===== config.mk =====
export PLATFORM = sky130hd
export DESIGN_NAME = trace_checker_seq
export DESIGN_NICKNAME = d
export VERILOG_FILES = /design/src/rtl/trace_checker_seq.sv
export SDC_FILE = /design/constraint.sdc
export NUM_CORES = 1
export LEC_CHECK = 0
export BUFFER_PORTS_ARGS = -buffer_cell sky130_fd_sc_hd__buf_2
export CAP_MARGIN = 10
export CELL_PAD_IN_SITES_DETAIL_PLACEMENT = 2
export CELL_PAD_IN_SITES_GLOBAL_PLACEMENT = 2
export CORE_MARGIN = 2
export CORE_UTILIZATION = 20
export DETAILED_ROUTE_END_ITERATION = 10
export HOLD_SLACK_MARGIN = 0.03
export PLACE_DENSITY_LB_ADDON = 0.1
export SLEW_MARGIN = 20
export SYNTH_ARGS = -nofsm -noshare
export SYNTH_HDL_FRONTEND = slang
export SYNTH_SLANG_ARGS = --single-unit

===== constraint.sdc =====
create_clock -name i_clock -period 2.1 [get_ports i_clock]
set_input_delay 0.21 -clock i_clock [delete_from_list [all_inputs] [get_ports i_clock]]
set_output_delay 0.21 -clock i_clock [all_outputs]
set_load 0.1 [all_outputs]

===== src/rtl/trace_checker_seq.sv =====
// Multi-channel waveform player driven from string parameters, with a run-length
// implication checker: any channel's run of REP_c highs must be followed by sig[TGT] high.
module trace_checker_seq #(
    parameter int                      NCH   = 4,
    parameter int                      DEPTH = 32,
    parameter int                      MODE  = 0,
    parameter logic [NCH*DEPTH*8-1:0]  TRACE = {(NCH*DEPTH){8'h5F}},
    parameter logic [NCH*8-1:0]        REP   = {NCH{8'd0}},
    parameter int                      TGT   = NCH - 1
) (
    input  logic                       i_clock,
    input  logic                       i_resetn,
    input  logic                       i_run,
    input  logic                       i_restart,
    output logic [NCH-1:0]             o_sig,
    output logic [$clog2(DEPTH)-1:0]   o_step,
    output logic                       o_done,
    output logic [NCH-1:0]             o_hit,
    output logic                       o_fail
);

    localparam int             SW   = $clog2(DEPTH);
    localparam logic [SW-1:0]  LAST = SW'(DEPTH - 1);

    logic [SW-1:0]   r_step;
    logic [7:0]      r_cnt [NCH];
    logic            r_pending;
    logic            r_fail;

    logic [NCH-1:0]  w_sig;
    logic [NCH-1:0]  w_hit;

    // Channel 0 sits in the MSBs of TRACE/REP; step 0 is the leftmost character.
    always_comb begin
        w_sig = '0;
        w_hit = '0;
        for (int c = 0; c < NCH; c++) begin
            w_sig[c] = (TRACE[8*(DEPTH*(NCH-1-c) + DEPTH-1-int'(r_step)) +: 8] == 8'h2D);
            w_hit[c] = (REP[8*(NCH-1-c) +: 8] != 8'd0) && w_sig[c] &&
                       (({1'b0, r_cnt[c]} + 9'd1) >= {1'b0, REP[8*(NCH-1-c) +: 8]});
        end
    end

    always_ff @(posedge i_clock) begin
        if (!i_resetn || i_restart) begin
            r_step    <= '0;
            r_pending <= 1'b0;
            r_fail    <= 1'b0;
            for (int c = 0; c < NCH; c++) begin
                r_cnt[c] <= 8'd0;
            end
        end else if (i_run) begin
            if (r_step != LAST) begin
                r_step <= r_step + 1'b1;
            end else if (MODE == 1) begin
                r_step <= '0;
            end
            // Counters keep running across wrap and while holding the last step.
            for (int c = 0; c < NCH; c++) begin
                if (!w_sig[c]) begin
                    r_cnt[c] <= 8'd0;
                end else if (r_cnt[c] != 8'hFF) begin
                    r_cnt[c] <= r_cnt[c] + 8'd1;
                end
            end
            r_pending <= |w_hit;
            r_fail    <= r_fail | (r_pending & ~w_sig[TGT]);
        end
    end

    assign o_sig  = w_sig;
    assign o_step = r_step;
    assign o_done = (MODE == 0) && (r_step == LAST);
    assign o_hit  = w_hit;
    assign o_fail = r_fail;

endmodule

Word-level counts from Yosys, hierarchy flattened
Index checks and enable logic that the tools add are counted.
{"block": "classes", "n_addsub": 5, "n_shift": 4, "eq_ne": 6, "n_reduce_logical": 3}
{"operator": "$shiftx A1024 B11 Y8 const A", "n": 2}
{"operator": "$shiftx A1024 B10 Y8 const A", "n": 1}
{"operator": "$shiftx A1024 B9 Y8 const A", "n": 1}
{"operator": "$eq A8 B6 Y1 const B", "n": 4}
{"operator": "$sub A7 B5 Y8 const A", "n": 2}
{"operator": "$sub A6 B5 Y7 const A", "n": 1}
{"operator": "$sub A5 B5 Y6 const A", "n": 1}
{"operator": "$add A5 B1 Y5 const B", "n": 1}
{"operator": "$eq A5 B5 Y1 const B", "n": 1}
{"operator": "$ne A5 B5 Y1 const B", "n": 1}
{"operator": "$reduce_and A2 Y1", "n": 1}
{"operator": "$logic_not A1 Y1", "n": 1}
{"operator": "$logic_or A1 B1 Y1", "n": 1}
{"block": "word_totals", "out_inout_bits": 15, "elab_cells": 19, "ff_bits": 5}

Longest topological paths before layout
Gate-level depths: netlist of run 1.
{"block": "depth", "word_depth": 3, "ltp_mapped": 6, "ltp_nobuf": 6}

Least setup slack after synthesis of run 1
No wires, ideal clock.
{"block": "synth_path", "kind": "flip-flop to flip-flop", "start": "register r_step[0], in the netlist o_step[0]", "end": "register r_step[0], in the netlist o_step[0]", "setup_time_ns": 0.118, "t_arrival_ns": 2.739, "setup_slack_ns": -0.757, "stages_incl_launch_ff": 7, "n_path_buf": 0, "synth_period_minus_slack_ns": 2.857, "path_cell_list": "dfxtp_1 ha_1 and3_1 ha_1 and2b_2 xnor2_1 nor2_1"}
{"block": "synth_via", "elab_chain_len": 2}
{"element": "start: declaration", "line": "25", "text": "logic [SW-1:0] r_step;"}
{"element": "start signal: assignment", "line": "54", "text": "r_step <= r_step + 1'b1;"}
{"element": "parallel branches: the longest is 2 deep, another holds $add A5 B1 Y5"}
Parallel ways; which one is timed is not known.
A chain may end at the register's enable or synchronous reset.

Worst setup path in the final report of run 1
{"block": "layout_path", "start": "register r_step[0], in the netlist o_step[0]", "end": "output port o_done"}
{"block": "layout_via", "elab_chain_len": 1}
{"element": "$eq A5 B5 Y1", "line": "73", "text": "assign o_done = (MODE == 0) && (r_step == LAST);"}
{"element": "end: declaration", "line": "17", "text": "output logic o_done,"}
No other way between the ends.

==> results of run 1 <==
-- worst max-delay path, delay by kind of cell, from the launching register on --
family / cells / cell delay, ns
DFF: 1 / 0.35
adders and majority gates: 2 / 0.32
and+or+nand+nor: 1 / 0.21
buffers and inverters: 1 / 0.42
-- per-stage QoR --
| stage | cells | cell area (um^2) | hold WS, ns | utilization | worst slack (ns) |
|---|---|---|---|---|---|
| after floorplan | 44 | 359.1 | 0.4035 | - | 0.08765 |
| after global placement | 60 | 356.6 | 0.4692 | 0.2423 | 0.5062 |
| after detailed placement | 60 | 356.6 | 0.4760 | 0.2423 | 0.4732 |
| after CTS | 64 | 382.9 | 0.3097 | 0.2602 | 0.3173 |
| after global routing | 64 | 382.9 | 0.3263 | 0.2602 | 0.2640 |
| final | 64 | 382.9 | 0.3144 | 0.2602 | 0.3450 |
-- final timing paths --
path | from | cells past startpoint | endpoint | slack, ns
worst min-delay path | i_run | 4 | o_step[4]$_SDFFE_PP0P_ | 0.31
worst max register to register | o_step[0]$_SDFFE_PP0P_ | 6 | o_step[3]$_SDFFE_PP0P_ | 0.47
worst max-delay path | o_step[0]$_SDFFE_PP0P_ | 4 | o_done | 0.35
worst min register to register | o_step[1]$_SDFFE_PP0P_ | 2 | o_step[1]$_SDFFE_PP0P_ | 0.48
-- logic make-up after synthesis --
logic type      count (synthesis)  share of synthesized area
other cells                     1                    0.01209
fa+ha+maj                       2                    0.08063
compound gates                  4                    0.06449
simple gates                   13                     0.2460
flops                           5                     0.3226
xor+xnor                        2                    0.05646
buf+inv                         9                     0.2177
-- Yosys cell counts (all sizes together) --
| master | number | area (um^2) |
|---|---|---|
| nand2 | 4 | 15.01 |
| ha | 2 | 25.02 |
| xnor2 | 1 | 8.760 |
| nand2b | 2 | 20.02 |
| dfxtp | 5 | 100.1 |
| xor2 | 1 | 8.760 |
| and3 | 1 | 6.260 |
| or3 | 1 | 6.260 |
| conb | 1 | 3.750 |
| nand3b | 1 | 7.510 |
| a21oi | 3 | 15.01 |
| o21ai | 1 | 5.000 |
| nand3 | 1 | 5.000 |
| nor2 | 2 | 7.510 |
| and2b | 1 | 8.760 |
| buf | 9 | 67.56 |
-- cell type report --
class | instances | area (um^2) | share of cell area
multi-input cells | 30 | 185.2 | 0.4837
flip-flops and latches | 5 | 106.4 | 0.2778
repair buffers | 9 | 45.04 | 0.1176
clock buffers | 4 | 26.28 | 0.06863
well taps | 16 | 20.02 | 0.05229
-- power by group through the flow --
stage | clock network [mW] | registers, mW | logic, mW
floorplan | 0 | 0.110 | 0.0902
global placement | 0 | 0.100 | 0.0935
detailed placement | 0 | 0.100 | 0.0940
CTS | 0.119 | 0.0983 | 0.0942
global route | 0.124 | 0.0986 | 0.0972
finish | 0.113 | 0.0982 | 0.0942
-- per-layer routing --
layer  vias up  share of wire
met4         0              0
met5         -              0
li1        122              -
met1       119           0.43
met2        16           0.47
met3         0           0.11
==> out/results.ini, run 1 <==
[status]
outcome = completed

[drt]
final_antenna_net_count = 0
vias = 257
wl_um = 656
firstDrtPassIters = 4
vias_per_cell = 4.016
route.detailed.drc = 0
first_iter_violations = 2
wire_per_inst_um = 10.25

[synthesis]
synth-seq-area-share = 0.3226
avgSynthCellArea_um2 = 8.619
ys_types = 17
syn-cell-area_um2 = 310.3
synth.ff_latch_count = 5
netlist_instances = 36
yosysWarnings = 0

[setup_path]
worstPathArrival_ns = 1.54
cp_max_fo = 4
cp.required_ns = 1.89
crit_path_cell_trace = ha_1 -> and3_1 -> ha_4 -> buf_2
worst_setup_path_start_kind = register
slowest_stage = buf_2
path_class = reg -> out
critical_path.max_stage_delay_ns = 0.42
end_kind = primary output

[global_route]
grt_pass1_wl_mm = 1.131
busiest_layer = met2
overflow = 0
grt_pass1_vias = 279
use_met1 = 0.09463
met2_usage = 0.1284
track_usage = 0.08662
grt_max_degree = 6
antenna_found_initial = 0
grt_util_met3 = 0.03750

[final_layout]
nets = 55
mostFrequentLayoutCells = conb_1, buf_2, dfxtp_2
drive_above_1_share = 0.4167
area_delta_synth_final_pct = 23.39
largest_register_ffs = 5
nFillCells = 187
antenna_cells = 0

[floorplanning]
start_util = 0.2109
dieArea_um2 = 1883
std_cell_rows = 14
io_pins = 19
core-area_um2 = 1471
die_width_um = 43.39
die_h_um = 43.39

[place]
gp_congestion = 0.6376
hpwl_um = 540.2
numPortBuffers = 9

[hold_path]
hold_class = in -> reg

[power]
power_mw = 0.3054
pwr-share-clk = 0.370
p_leak_nw = 0.1817
vdd_drop_max_uv = 226.1
p_sw_frac = 0.4243
power_density_nw_per_um2 = 797.7
switchingPower_mw = 0.1296
pwr-share-comb = 0.309
p_seq_frac = 0.322
p_int_mw = 0.1758

[clock_network]
cts_buffers = 3
clk_pin_slew_ns = 0.05
tritoncts = done
cts_hold_buf = 0
root_buffer = clkbuf_4
clk_path_buf_depth = 2
cts_htree_levels = 1
post_cts_buffers = 0
post_cts_resized = 0
clock-sinks = 5
clk_latency_ns = 0.24

[run]
max-cap-violations = 0

[sta]
skew_ns = 0.008673
final.setup.tns_ns = 0
hold_viol = 0
rsz0062_at_grt = no
fin_crit_sh = 0.8357
max_freq_mhz = 569.8
slew_violations = 0
period_minus_slack_ns = 1.755
finalSetupViolations = 0

Note: power is estimated with default switching activity, not from simulation.
==> run 2, diff against run 1 <==
- clock period: 2.1 -> 1.74 ns (I/O delays scaled with it)
==> run 2 against run 1 <==
- clock-buffer cell count did not move
- critical path depth did not move
- flip-flop and latch count did not move
- via count fell by 3.1%
- power rose by 19%
- non-clock buffer count did not move
- register-to-register slack got worse by 0.22 ns
- wire length rose by 7.9%
- worst hold slack got worse by 0.036 ns
- global-route usage rose by 0.42 points
- sequential share of layout area rose by 0.58 points
- combinational power rose by 22%
- critical endpoint unchanged
- largest cell class unchanged
==> out/results.ini, run 2 (same netlist as run 1, synthesis figures left out) <==
[setup_path]
r2r_start = o_step[0]$_SDFFE_PP0P_  ; unchanged
worstPathArrival_ns = 1.47  ; was 1.54 ns
rr_worst_depth = 6  ; unchanged
cp_max_fo = 4  ; unchanged
slowest_stage = buf_2  ; unchanged
path_buf_inv = 1  ; unchanged
crit_start = o_step[0]$_SDFFE_PP0P_  ; unchanged
critPathTopFamily = buffers and inverters  ; unchanged
path_common_cell = ha_4
cp.required_ns = 1.57  ; was 1.89 ns
critical_path.max_stage_delay_ns = 0.42  ; about the same
path_class = reg -> out  ; unchanged
crit_path_cell_trace = ha_4 -> and3_4 -> ha_4 -> buf_2  ; was ha_1 -> and3_1 -> ha_4 -> buf_2
worst_setup_path_start_kind = register  ; unchanged
cp_num_cells = 4  ; unchanged
end_kind = primary output  ; unchanged

[global_route]
track_usage = 0.09083  ; was 0.08662
overflow = 0  ; unchanged
grt_pass1_wl_mm = 1.186  ; was 1.131 mm
grt_max_degree = 6  ; unchanged
antenna_found_initial = 0  ; unchanged
grt_pass1_vias = 264  ; was 279

[floorplanning]
core-area_um2 = 1471  ; unchanged
io_pins = 19  ; unchanged
dieArea_um2 = 1883  ; unchanged
start_util = 0.2109  ; unchanged
die_width_um = 43.39  ; unchanged
std_cell_rows = 14  ; unchanged
die_h_um = 43.39  ; unchanged

[hold_path]
hold_class = in -> reg  ; unchanged
min_from = i_run  ; unchanged
min_path_cells = 4  ; unchanged

[clock_network]
post_cts_resized = 0  ; unchanged
cts_htree_levels = 1  ; unchanged
post_cts_buffers = 0  ; unchanged
clock-sinks = 5  ; unchanged
clk_pin_slew_ns = 0.05  ; about the same
root_buffer = clkbuf_4  ; unchanged
tritoncts = done  ; unchanged
cts_hold_buf = 0  ; unchanged
clk_path_buf_depth = 2  ; unchanged
cts_buffers = 3  ; unchanged
clk_latency_ns = 0.24  ; about the same

[drt]
firstDrtPassIters = 1  ; was 4
vias = 249  ; was 257
first_iter_violations = 0  ; was 2
wire_per_inst_um = 11.06  ; was 10.25 um
vias_per_cell = 3.891  ; was 4.016
final_antenna_net_count = 0  ; unchanged
route.detailed.drc = 0  ; unchanged
wl_um = 708  ; was 656 um

[sta]
max_freq_mhz = 606.5
slew_violations = 0  ; unchanged
finalSetupViolations = 0  ; unchanged
hold_viol = 0  ; unchanged
fin_crit_sh = 0.9476
hold_ws_ns = 0.2785  ; was 0.3144 ns
period_minus_slack_ns = 1.649
skew_ns = 0.002844  ; was 0.008673 ns
layout_setup_ws_ns = 0.09125  ; was 0.3450 ns
rsz0062_at_grt = no  ; unchanged

[final_layout]
multi_input_area_um2 = 202.7  ; was 185.2 um^2
largest_register_ffs = 5  ; unchanged
drive_above_1_share = 0.4583  ; was 0.4167
seq_area_um2 = 116.4  ; was 106.4 um^2
area_delta_synth_final_pct = 32.26  ; was 23.39%
nets = 55  ; unchanged
nFillCells = 178  ; was 187
antenna_cells = 0  ; unchanged
mostFrequentLayoutCells = conb_1, buf_2, nand2_1, dfxtp_4  ; was conb_1, buf_2, dfxtp_2

[power]
vdd_drop_max_uv = 232.7  ; was 226.1 uV
power_density_nw_per_um2 = 887.9  ; was 797.7 nW/um^2
p_leak_nw = 0.1781  ; was 0.1817 nW

[run]
max-cap-violations = 0  ; unchanged

[place]
dp_slack_ns = 0.2482  ; was 0.4732 ns
gp_congestion = 0.6308  ; was 0.6376
numPortBuffers = 9  ; unchanged

[status]
outcome = completed  ; unchanged

## run 2: cell count changes in the layout (fill, tap and decap cells not counted)
cell and delta:
dfxtp_2 -4, dfxtp_4 +4, and3_1 -1, and3_4 +1, ha_1 -1, ha_4 +1
## run 2: path summary, 6_finish.rpt
path | slack, ns | end
setup reg to reg | 0.25 | o_step[3]$_SDFFE_PP0P_
hold reg to reg | 0.49 | o_step[4]$_SDFFE_PP0P_
hold / removal | 0.28 | o_step[1]$_SDFFE_PP0P_
setup / recovery | 0.09 | o_done
## run 2: final cells by class
| type | instances | area share |
|---|---|---|
| clock buffer | 4 | 0.06402 |
| multi-input combinational | 30 | 0.4939 |
| sequential | 5 | 0.2835 |
| tap | 16 | 0.04878 |
| timing repair buffer | 9 | 0.1098 |
## run 2: power breakdown
group          switching [mW]  internal, mW  leakage, nW
Combinational           0.105       0.00939        0.119
Sequential            0.00292         0.112       0.0441
Clock                  0.0483        0.0868       0.0150
Total                   0.157         0.208        0.178
## run 2: metal layers
| layer | up-vias | global-route usage | share of wire |
|---|---|---|---|
| met4 | 0 | 0.07273 | 0 |
| met5 | - | 0 | 0 |
| met2 | 14 | 0.1552 | 0.53 |
| met1 | 113 | 0.09949 | 0.40 |
| li1 | 122 | - | - |
| met3 | 0 | 0.01250 | 0.065 |
## run 2: metrics by stage
stage / util / setup TNS, ns / instances / area (um^2) / total power [mW]
floorplan: - / -0.05097 / 44 / 386.6 / 0.2371
global placement: 0.2611 / 0 / 60 / 384.1 / 0.2301
detailed placement: 0.2611 / 0 / 60 / 384.1 / 0.2313
CTS: 0.2789 / 0 / 64 / 410.4 / 0.3741
global route: 0.2789 / 0 / 64 / 410.4 / 0.3890
finish: 0.2789 / 0 / 64 / 410.4 / 0.3644
## run 2: worst reg2reg max path: stages (launching register included)
cell and delay [ns]:
dfxtp_4 0.36, ha_4 0.16, and3_4 0.18, ha_4 0.15, nand2b_4 0.15, or3_1 0.31, a21oi_1 0.12
==> run 3, diff against run 2 <==
- ABC_AREA: unset -> 1
- CORE_UTILIZATION: 20 -> 21
==> run 3 against run 2 <==
- combinational power increased by 19%
- clock power about the same
- final area increased by 12%
- setup slack improved by 0.14 ns
- critical path depth increased by 1
- wire length increased by 18%
- clock skew increased by 0.0024 ns
- critical endpoint unchanged
- largest power group is now combinational cells
==> out/results.ini, run 3 <==
[clock_network]
clock-sinks = 5  ; unchanged
cts_htree_levels = 1  ; unchanged
clk_pin_slew_ns = 0.05  ; about the same
post_cts_buffers = 0  ; unchanged
cts_hold_buf = 0  ; unchanged
cts_buffers = 3  ; unchanged
post_cts_resized = 0  ; unchanged
clk_path_buf_depth = 2  ; unchanged
tritoncts = done  ; unchanged
root_buffer = clkbuf_4  ; unchanged
clk_latency_ns = 0.24  ; about the same

[power]
power_density_nw_per_um2 = 852.6  ; was 887.9 nW/um^2
p_leak_nw = 0.2137  ; was 0.1781 nW
vdd_drop_max_uv = 294.4  ; was 232.7 uV
power_mw = 0.3915  ; was 0.3644 mW

[synthesis]
synth_ff_type = dfxtp_1  ; unchanged
synth_compound_area_frac = 0.1131  ; was 0.06452
synth_edf_count = 0  ; unchanged
synth_commonest_cells = buf_4, nor2_1, inv_1, dfxtp_1, nand2_1  ; was buf_4, dfxtp_1, nand2_1, a21oi_1
synth.ff_latch_count = 5  ; unchanged
synthMuxAreaShare = 0  ; unchanged
synth_top_family_by_area = simple AND/OR/NAND/NOR gates  ; unchanged
synth_xor_area_frac = 0  ; was 0.05645
avgSynthCellArea_um2 = 7.698  ; was 8.619 um^2
yosysTopAreaCell = dfxtp_1  ; unchanged
synthAdderAreaFrac = 0.07067  ; was 0.08065
synth-seq-area-share = 0.2827  ; was 0.3226
synth_top_area_share = 0.2827  ; was 0.3226
yosys-top-cells-area = dfxtp_1, buf_4, nor2_1, ha_1, inv_1  ; was dfxtp_1, buf_4, ha_1, a21oi_1, nand2_1
synth_most_common_cell = buf_4  ; unchanged
netlist_instances = 46  ; was 36
yosysWarnings = 0  ; unchanged
yosys.area_share.simple = 0.2686  ; was 0.2460
syn-cell-area_um2 = 354.1  ; was 310.3 um^2
ys_types = 16  ; was 17
synthArstFlopShare = 0  ; unchanged

[setup_path]
end_kind = primary output  ; unchanged
cp.required_ns = 1.57  ; about the same
cp_max_fo = 3  ; was 4
path_class = reg -> out  ; unchanged
worst_setup_path_start_kind = register  ; unchanged
worstPathArrival_ns = 1.34  ; was 1.47 ns

[hold_path]
hold_class = in -> reg  ; unchanged

[final_layout]
largest_register_ffs = 5  ; unchanged
drive_above_1_share = 0.4310  ; was 0.4583
antenna_cells = 0  ; unchanged
area_delta_synth_final_pct = 29.68  ; was 32.26%
nets = 65  ; was 55
stdcell_count = 74  ; was 64
final_common_cell = conb_1
mostFrequentLayoutCells = conb_1, buf_2, nor2_1  ; was conb_1, buf_2, nand2_1, dfxtp_4

[sta]
period_minus_slack_ns = 1.510  ; was 1.649 ns
final.setup.tns_ns = 0  ; unchanged
hold_ws_ns = 0.2398  ; was 0.2785 ns
slew_violations = 0  ; unchanged
hold_viol = 0  ; unchanged
max_freq_mhz = 662.4  ; was 606.5 MHz
fin_crit_sh = 0.8677  ; was 0.9476
rsz0062_at_grt = no  ; unchanged
skew_ns = 0.005282  ; was 0.002844 ns
finalSetupViolations = 0  ; unchanged

[global_route]
antenna_found_initial = 0  ; unchanged
grt_max_degree = 6  ; unchanged
track_usage = 0.1079  ; was 0.09083
overflow = 0  ; unchanged
grt_pass1_wl_mm = 1.490  ; was 1.186 mm
grt_pass1_vias = 342  ; was 264

[drt]
firstDrtPassIters = 2  ; was 1
wire_per_inst_um = 11.24  ; was 11.06 um
vias = 305  ; was 249
final_antenna_net_count = 0  ; unchanged
first_iter_violations = 1  ; was 0
wl_um = 832  ; was 708 um
route.detailed.drc = 0  ; unchanged
vias_per_cell = 4.122  ; was 3.891

[run]
max-cap-violations = 0  ; unchanged

[place]
numPortBuffers = 9  ; unchanged
gp_congestion = 0.7192  ; was 0.6308
hpwl_um = 743.3
place_inst = 70  ; was 60

[floorplanning]
dieArea_um2 = 2030  ; was 1883 um^2
die_h_um = 45.06  ; was 43.39 um
core-area_um2 = 1541  ; was 1471 um^2
die_width_um = 45.06  ; was 43.39 um
std_cell_rows = 14  ; unchanged
io_pins = 19  ; unchanged
start_util = 0.2297  ; was 0.2109

[status]
outcome = completed  ; unchanged

run 3: changes by cell type in the layout (fill, tap and decap cells not counted), moves of 2 or more:
cell | previous run | this run
nor2_1 | 2 | 7
dfxtp_4 | 4 | 2
dfxtp_2 | 1 | 3
inv_1 | 0 | 6
run 3: cell families after synthesis:
logic type / Yosys count
adder cells (fa/ha/maj): 2
buffers and inverters: 15
AND/OR/NAND/NOR: 17
other: 1
flip-flops: 5
AO/OA/AOI/OAI: 6
run 3: layout make-up:
| class | instances | area, um^2 |
|---|---|---|
| Clock buffer | 4 | 26.28 |
| Fill cell | 192 | 1082 |
| Inverter | 6 | 22.52 |
| Multi-Input combinational cell | 34 | 219.0 |
| Sequential cell | 5 | 111.4 |
| Tap cell | 16 | 20.02 |
| Timing Repair Buffer | 9 | 60.06 |
run 3: through the flow:
step | worst slack (ns) | util | cell area, um^2
floorplan | 0.004971 | - | 420.4
global placement | 0.4164 | 0.2808 | 432.9
detailed placement | 0.3452 | 0.2808 | 432.9
CTS | 0.2050 | 0.2979 | 459.2
global route | 0.1529 | 0.2979 | 459.2
finish | 0.2303 | 0.2979 | 459.2
run 3: report_power, final:
group	switching [mW]	internal (mW)
combinational	0.124	0.0128
clock	0.0477	0.0867
sequential	0.00401	0.117
total	0.175	0.216
run 3: routing by layer:
layer,part of all wire,wire length (um),up-vias,global-route usage
met3,0.052,43,2,0.02400
met5,0,0,-,0
li1,-,-,148,-
met1,0.40,334,146,0.1051
met4,0.013,11,0,0.08824
met2,0.53,442,9,0.1914
run 3: final timing paths:
path	from	end	slack, ns	cells after the start
max reg2reg	o_step[0]$_SDFFE_PP0P_	o_step[1]$_SDFFE_PP0P_	0.38	8
max	o_step[0]$_SDFFE_PP0P_	o_done	0.23	5
min	i_restart	o_step[0]$_SDFFE_PP0P_	0.24	4
min reg2reg	o_step[3]$_SDFFE_PP0P_	o_step[3]$_SDFFE_PP0P_	0.51	2
run 3: worst max-delay path, stage by stage, from the launching register on:
cell     delay [ns]
dfxtp_4        0.36
ha_4           0.13
inv_1          0.05
nor2_1         0.18
ha_4           0.19
buf_12         0.17
